File: config.mk
export PLATFORM = sky130hd
export DESIGN_NAME = vga_sync_monitor
export DESIGN_NICKNAME = d
export VERILOG_FILES = /design/src/rtl/vga_sync_monitor.sv
export SDC_FILE = /design/constraint.sdc
export NUM_CORES = 1
export LEC_CHECK = 0
export BUFFER_PORTS_ARGS = -buffer_cell sky130_fd_sc_hd__buf_2
export CORE_MARGIN = 2
export CORE_UTILIZATION = 25
export DETAILED_ROUTE_END_ITERATION = 10
export GPL_TIMING_DRIVEN = 0
export PLACE_DENSITY = 0.52
export REMOVE_ABC_BUFFERS = 1
export SYNTH_ARGS = -nofsm -noshare
export SYNTH_HDL_FRONTEND = slang
export SYNTH_SLANG_ARGS = --single-unit
File: constraint.sdc
create_clock -name clk -period 7.95 [get_ports clk]
set_clock_uncertainty 0.05 [all_clocks]
set_input_delay 1.59 -clock clk [delete_from_list [all_inputs] [get_ports clk]]
set_output_delay 1.59 -clock clk [all_outputs]
set_load 0.01 [all_outputs]
File: src/rtl/vga_sync_monitor.sv
// Receiver-side VGA timing checker: measures line/frame timing, flags
// sync and blanking faults, and reports lock after consecutive clean frames.
module vga_sync_monitor #(
    parameter int H_TOTAL_CLKS  = 1600,
    parameter int H_PULSE_CLKS  = 192,
    parameter int V_TOTAL_LINES = 525,
    parameter int V_PULSE_LINES = 2,
    parameter bit SYNC_POL      = 1'b0,
    parameter int LOCK_FRAMES   = 2
) (
    input  logic        clk,
    input  logic        reset,
    input  logic        hsync,
    input  logic        vsync,
    input  logic [1:0]  red_in,
    input  logic [1:0]  green_in,
    input  logic [1:0]  blue_in,
    output logic [11:0] h_period,
    output logic [11:0] h_pulse,
    output logic [10:0] v_lines,
    output logic [10:0] v_pulse,
    output logic        locked,
    output logic        h_err,
    output logic        v_err,
    output logic        blank_err,
    output logic        frame_done,
    output logic [7:0]  err_count
);

    localparam logic [11:0] LP_H_TOTAL = 12'(H_TOTAL_CLKS);
    localparam logic [11:0] LP_H_PULSE = 12'(H_PULSE_CLKS);
    localparam logic [10:0] LP_V_TOTAL = 11'(V_TOTAL_LINES);
    localparam logic [10:0] LP_V_PULSE = 11'(V_PULSE_LINES);
    localparam logic [7:0]  LP_LOCK    = 8'(LOCK_FRAMES);
    localparam logic [11:0] LP_H_MAX   = 12'hFFF;
    localparam logic [10:0] LP_V_MAX   = 11'h7FF;

    typedef enum logic [1:0] {
        SEARCH,
        ACQUIRE,
        LOCKED
    } state_t;

    logic        r_hs_s1;
    logic        r_hs_s2;
    logic        r_vs_s1;
    logic        r_vs_s2;
    logic [5:0]  r_rgb_s1;
    logic [5:0]  r_rgb_s2;

    logic [11:0] r_hcnt;
    logic [11:0] r_pcnt;
    logic [10:0] r_lcnt;
    logic [10:0] r_vpcnt;
    logic        r_h_seen;
    logic        r_v_seen;

    state_t      r_state;
    logic [7:0]  r_good_cnt;
    logic        r_frame_bad;

    logic        w_act_h_s1;
    logic        w_act_h_s2;
    logic        w_act_v_s1;
    logic        w_act_v_s2;
    logic        w_h_rise;
    logic        w_h_fall;
    logic        w_v_rise;
    logic        w_v_fall;
    logic        w_hcnt_sat;
    logic        w_h_err;
    logic        w_v_err;
    logic        w_blank;
    logic        w_any_err;
    logic        w_frame_good;
    logic [7:0]  w_good_inc;

    assign w_act_h_s1 = (r_hs_s1 == SYNC_POL);
    assign w_act_h_s2 = (r_hs_s2 == SYNC_POL);
    assign w_act_v_s1 = (r_vs_s1 == SYNC_POL);
    assign w_act_v_s2 = (r_vs_s2 == SYNC_POL);

    assign w_h_rise = w_act_h_s1 & ~w_act_h_s2;
    assign w_h_fall = ~w_act_h_s1 & w_act_h_s2;
    assign w_v_rise = w_act_v_s1 & ~w_act_v_s2;
    assign w_v_fall = ~w_act_v_s1 & w_act_v_s2;

    // One pulse on the cycle the line counter hits its ceiling.
    assign w_hcnt_sat = ~w_h_rise & (r_hcnt == LP_H_MAX - 12'd1);

    assign w_h_err = (w_h_rise & r_h_seen & (r_hcnt != LP_H_TOTAL))
                   | (w_h_fall & (r_pcnt != LP_H_PULSE))
                   | w_hcnt_sat;

    assign w_v_err = (w_v_rise & r_v_seen & (r_lcnt != LP_V_TOTAL))
                   | (w_v_fall & (r_vpcnt != LP_V_PULSE));

    assign w_blank   = (w_act_h_s2 | w_act_v_s2) & (|r_rgb_s2);
    assign w_any_err = w_h_err | w_v_err | w_blank;

    assign w_frame_good = ~r_frame_bad & ~w_any_err;
    assign w_good_inc   = r_good_cnt + 8'd1;

    // Pipeline resets to the idle sync level so release makes no false edges.
    always_ff @(posedge clk) begin
        if (reset) begin
            r_hs_s1  <= ~SYNC_POL;
            r_hs_s2  <= ~SYNC_POL;
            r_vs_s1  <= ~SYNC_POL;
            r_vs_s2  <= ~SYNC_POL;
            r_rgb_s1 <= 6'd0;
            r_rgb_s2 <= 6'd0;
        end else begin
            r_hs_s1  <= hsync;
            r_hs_s2  <= r_hs_s1;
            r_vs_s1  <= vsync;
            r_vs_s2  <= r_vs_s1;
            r_rgb_s1 <= {red_in, green_in, blue_in};
            r_rgb_s2 <= r_rgb_s1;
        end
    end

    always_ff @(posedge clk) begin
        if (reset) begin
            r_hcnt   <= 12'd0;
            r_pcnt   <= 12'd0;
            r_h_seen <= 1'b0;
            h_period <= 12'd0;
            h_pulse  <= 12'd0;
            h_err    <= 1'b0;
        end else begin
            if (w_h_rise) begin
                h_period <= r_hcnt;
                r_hcnt   <= 12'd1;
                r_h_seen <= 1'b1;
            end else if (r_hcnt != LP_H_MAX) begin
                r_hcnt <= r_hcnt + 12'd1;
            end
            if (w_h_fall) begin
                h_pulse <= r_pcnt;
                r_pcnt  <= 12'd0;
            end else if (w_act_h_s1 && r_pcnt != LP_H_MAX) begin
                r_pcnt <= r_pcnt + 12'd1;
            end
            h_err <= w_h_err;
        end
    end

    // A line starting in the same cycle as vsync belongs to the new frame.
    always_ff @(posedge clk) begin
        if (reset) begin
            r_lcnt     <= 11'd0;
            r_vpcnt    <= 11'd0;
            r_v_seen   <= 1'b0;
            v_lines    <= 11'd0;
            v_pulse    <= 11'd0;
            v_err      <= 1'b0;
            frame_done <= 1'b0;
        end else begin
            if (w_v_rise) begin
                v_lines  <= r_lcnt;
                r_lcnt   <= {10'd0, w_h_rise};
                r_v_seen <= 1'b1;
            end else if (w_h_rise && r_lcnt != LP_V_MAX) begin
                r_lcnt <= r_lcnt + 11'd1;
            end
            if (w_v_fall) begin
                v_pulse <= r_vpcnt;
                r_vpcnt <= 11'd0;
            end else if (w_h_rise && w_act_v_s1 && r_vpcnt != LP_V_MAX) begin
                r_vpcnt <= r_vpcnt + 11'd1;
            end
            v_err      <= w_v_err;
            frame_done <= w_v_rise;
        end
    end

    always_ff @(posedge clk) begin
        if (reset) begin
            blank_err <= 1'b0;
            err_count <= 8'd0;
        end else begin
            blank_err <= w_blank;
            if (w_any_err && err_count != 8'hFF) begin
                err_count <= err_count + 8'd1;
            end
        end
    end

    always_ff @(posedge clk) begin
        if (reset) begin
            r_state     <= SEARCH;
            r_good_cnt  <= 8'd0;
            r_frame_bad <= 1'b0;
            locked      <= 1'b0;
        end else begin
            if (w_v_rise) begin
                r_frame_bad <= 1'b0;
            end else if (w_any_err) begin
                r_frame_bad <= 1'b1;
            end
            unique case (r_state)
                SEARCH: begin
                    if (w_v_rise) begin
                        r_state    <= ACQUIRE;
                        r_good_cnt <= 8'd0;
                    end
                end
                ACQUIRE: begin
                    if (w_v_rise) begin
                        if (!w_frame_good) begin
                            r_good_cnt <= 8'd0;
                        end else if (w_good_inc >= LP_LOCK) begin
                            r_good_cnt <= w_good_inc;
                            r_state    <= LOCKED;
                            locked     <= 1'b1;
                        end else begin
                            r_good_cnt <= w_good_inc;
                        end
                    end
                end
                LOCKED: begin
                    // Blanking faults are reported but never break lock.
                    if (w_h_err || w_v_err) begin
                        r_state    <= ACQUIRE;
                        r_good_cnt <= 8'd0;
                        locked     <= 1'b0;
                    end
                end
                default: begin
                    r_state    <= SEARCH;
                    r_good_cnt <= 8'd0;
                    locked     <= 1'b0;
                end
            endcase
        end
    end

endmodule
==> impl_metrics.json <==
{
  "finalMaxSlewViolations": 0,
  "final-hold-violation-count": 0,
  "reg2reg_setup_slack_ns": 4.68,
  "drt_iter0_drc": 121,
  "crit_required_ns": 8.21,
  "critical_path.endpoint_type": "register",
  "slew_headroom": 0.09832,
  "grt_overflow": 0,
  "netlist_area_um2": 5608,
  "avgRoutedWirePerCell_um": 13.07,
  "cts_root_buf": "clkbuf_16",
  "cts-htree-levels": 4,
  "initial_core_util": 0.2562,
  "avgSynthCellArea_um2": 8.446,
  "cp_slowest_cell": "nor3_1",
  "port_buffers": 68,
  "drive_above_1_share": 0.1646,
  "synth-main-ff-cell": "dfxtp_1",
  "drc": 0,
  "synthArstFlopShare": 0,
  "clk_pin_slew_ns": 0.06,
  "rsz0062_at_grt": "false",
  "synth_cells": 664,
  "core_um2": 21890,
  "setup-violations-final": 0,
  "clock-sinks": 134,
  "cap_violations": 0,
  "hp-class": "register to register",
  "gp_congestion": 0.7573,
  "clk_path_buf_depth": 2,
  "tritoncts": "built",
  "ys_seq_area_frac": 0.4784,
  "p_per_area_nw_per_um2": 223.3,
  "fin_crit_ns": 3.273,
  "fill_cells": 2399,
  "vias": 4582,
  "ys_seq_elements": 134,
  "hold_buffers": 0,
  "die_h_um": 153.8,
  "startpoint_type": "register",
  "firstDrtPassIters": 4,
  "fin_nets": 739,
  "yosysTopAreaCell": "dfxtp_1",
  "leakagePower_uw": 0.002537,
  "ir_drop_v": 0.0001281,
  "synth_top_area_frac": 0.4784,
  "place_ws_ns": 4.677,
  "synth_edf_count": 0,
  "path_class": "register to register",
  "cp.arrival_ns": 3.53,
  "io_pins": 69,
  "die_w_um": 153.8,
  "ctsResizeCount": 0,
  "postCtsSetupRepairBufs": 0,
  "clk_latency_ns": 0.42,
  "worst_slack_ns": 4.677,
  "grt_pass1_vias": 4345,
  "die_area_um2": 23650,
  "rows": 54,
  "timing.fmax_mhz": 305.6,
  "dp_cells": 978,
  "cp_cell_sequence": "ha_1 -> or4b_4 -> o41ai_4 -> nand3_1 -> nor3_1 -> nor2b_1 -> mux2_2",
  "grt_max_degree": 52,
  "finalCritPeriodShare": 0.4117,
  "slowest_delay_ns": 1.02,
  "antenna_left": 0,
  "diodes": 0,
  "grt_pass1_wl_um": 22160,
  "final_common_cell": "dfxtp_1",
  "instances_no_fill": 1009,
  "synth_cell_type_count": 54,
  "syn2layout_area_growth_pct": 20.62,
  "grt_usage": 0.1152,
  "dp_hpwl_um": 8840,
  "status": "completed",
  "layout_common_cells": "dfxtp_1, nand2_1, a21oi_1",
  "antenna_found_initial": 1,
  "crit_fanout": 14,
  "routed_wl_um": 13180,
  "fin_tns_setup_ns": 0,
  "synthTopCellsByArea": "dfxtp_1, nand2_1, a21oi_1",
  "viasPerCell": 4.541,
  "numCtsBuffers": 17,
  "tightest_slew_ns": 1.342,
  "yosysWarnings": 0
}
## kinds of logic (layout without fill, tap and decap cells)
kind of cell / after synthesis / after routing / share of synthesized area
and+or+nand+nor: 319 / 319 / 0.2791
DFF: 134 / 134 / 0.4784
AOI/OAI and AO/OA: 108 / 108 / 0.1171
buffers and inverters: 52 / 117 / 0.03659
xor gates and xnor gates: 36 / 36 / 0.05622
adders and majority gates: 12 / 12 / 0.02677
muxes: 3 / 3 / 0.005801
## critical path: cells and delay by family (launching register included)
| kind | cells | cell delay, ns |
|---|---|---|
| adders and majority gates | 1 | 0.17 |
| AOI/OAI and AO/OA | 1 | 0.39 |
| DFF | 1 | 0.41 |
| muxes | 1 | 0.33 |
| and+or+nand+nor | 4 | 1.79 |
## through the flow
stage	area, um^2	util	power, uW	hold WS, ns
after detailed placement	6195	0.2830	773.2	0.3747
after CTS	6756	0.3086	1538	0.3899
final	6764	0.3090	1511	0.3831
after floorplan	5459	-	741.6	0.3638
after global routing	6764	0.3090	1576	0.4130
after global placement	6150	0.2809	770.2	0.3713
## area by class of cell
type	count	area, um^2	share of cell area
clock buffer	18	439.2	0.06493
clock inverter	13	122.6	0.01813
inverter	15	56.30	0.008324
multi-input combinational	478	2730	0.4036
sequential	134	2683	0.3966
tap	280	350.3	0.05179
timing repair buffer	71	382.9	0.05660
## routing by layer
metal,part of all wire,track usage
met5,0.00099,0
met4,0.011,0.03757
met3,0.048,0.03692
met2,0.42,0.1699
met1,0.52,0.1591
## power by group
group	internal [uW]	switching [uW]	leakage, uW
Sequential	683	9.25	0.00109
Clock	440	314	0.000266
Combinational	21.3	43.6	0.00119
## flip-flops by register name (all words and copies together) (netlist names), 6 cells and up
register and cells:
r_lcnt 11, r_pcnt 12, h_pulse 12, h_period 12
v_lines 11, r_rgb_s2 6, err_count 8, r_good_cnt 8
v_pulse 11, r_hcnt 12, r_vpcnt 11, r_rgb_s1 6
## Yosys cell counts, drive strengths merged, types with 8 or more instances
cell type,count
a21oi,70
xor2,20
xnor2,16
or3,8
nand3,28
nand2,119
o21ai,10
clkbuf,32
nand4,16
ha,12
nor2,62
inv,15
nor2b,24
dfxtp,134
## final timing paths
| check | end | cells after the start | startpoint |
|---|---|---|---|
| worst max-delay path | err_count[0] | 7 | r_vpcnt[1] |
| worst min-delay path | r_rgb_s2[0] | 1 | r_rgb_s1[0] |
| worst max register to register | err_count[0] | 7 | r_vpcnt[1] |
| worst min register to register | r_rgb_s2[0] | 1 | r_rgb_s1[0] |
Note: power is estimated with default switching activity, not from simulation.
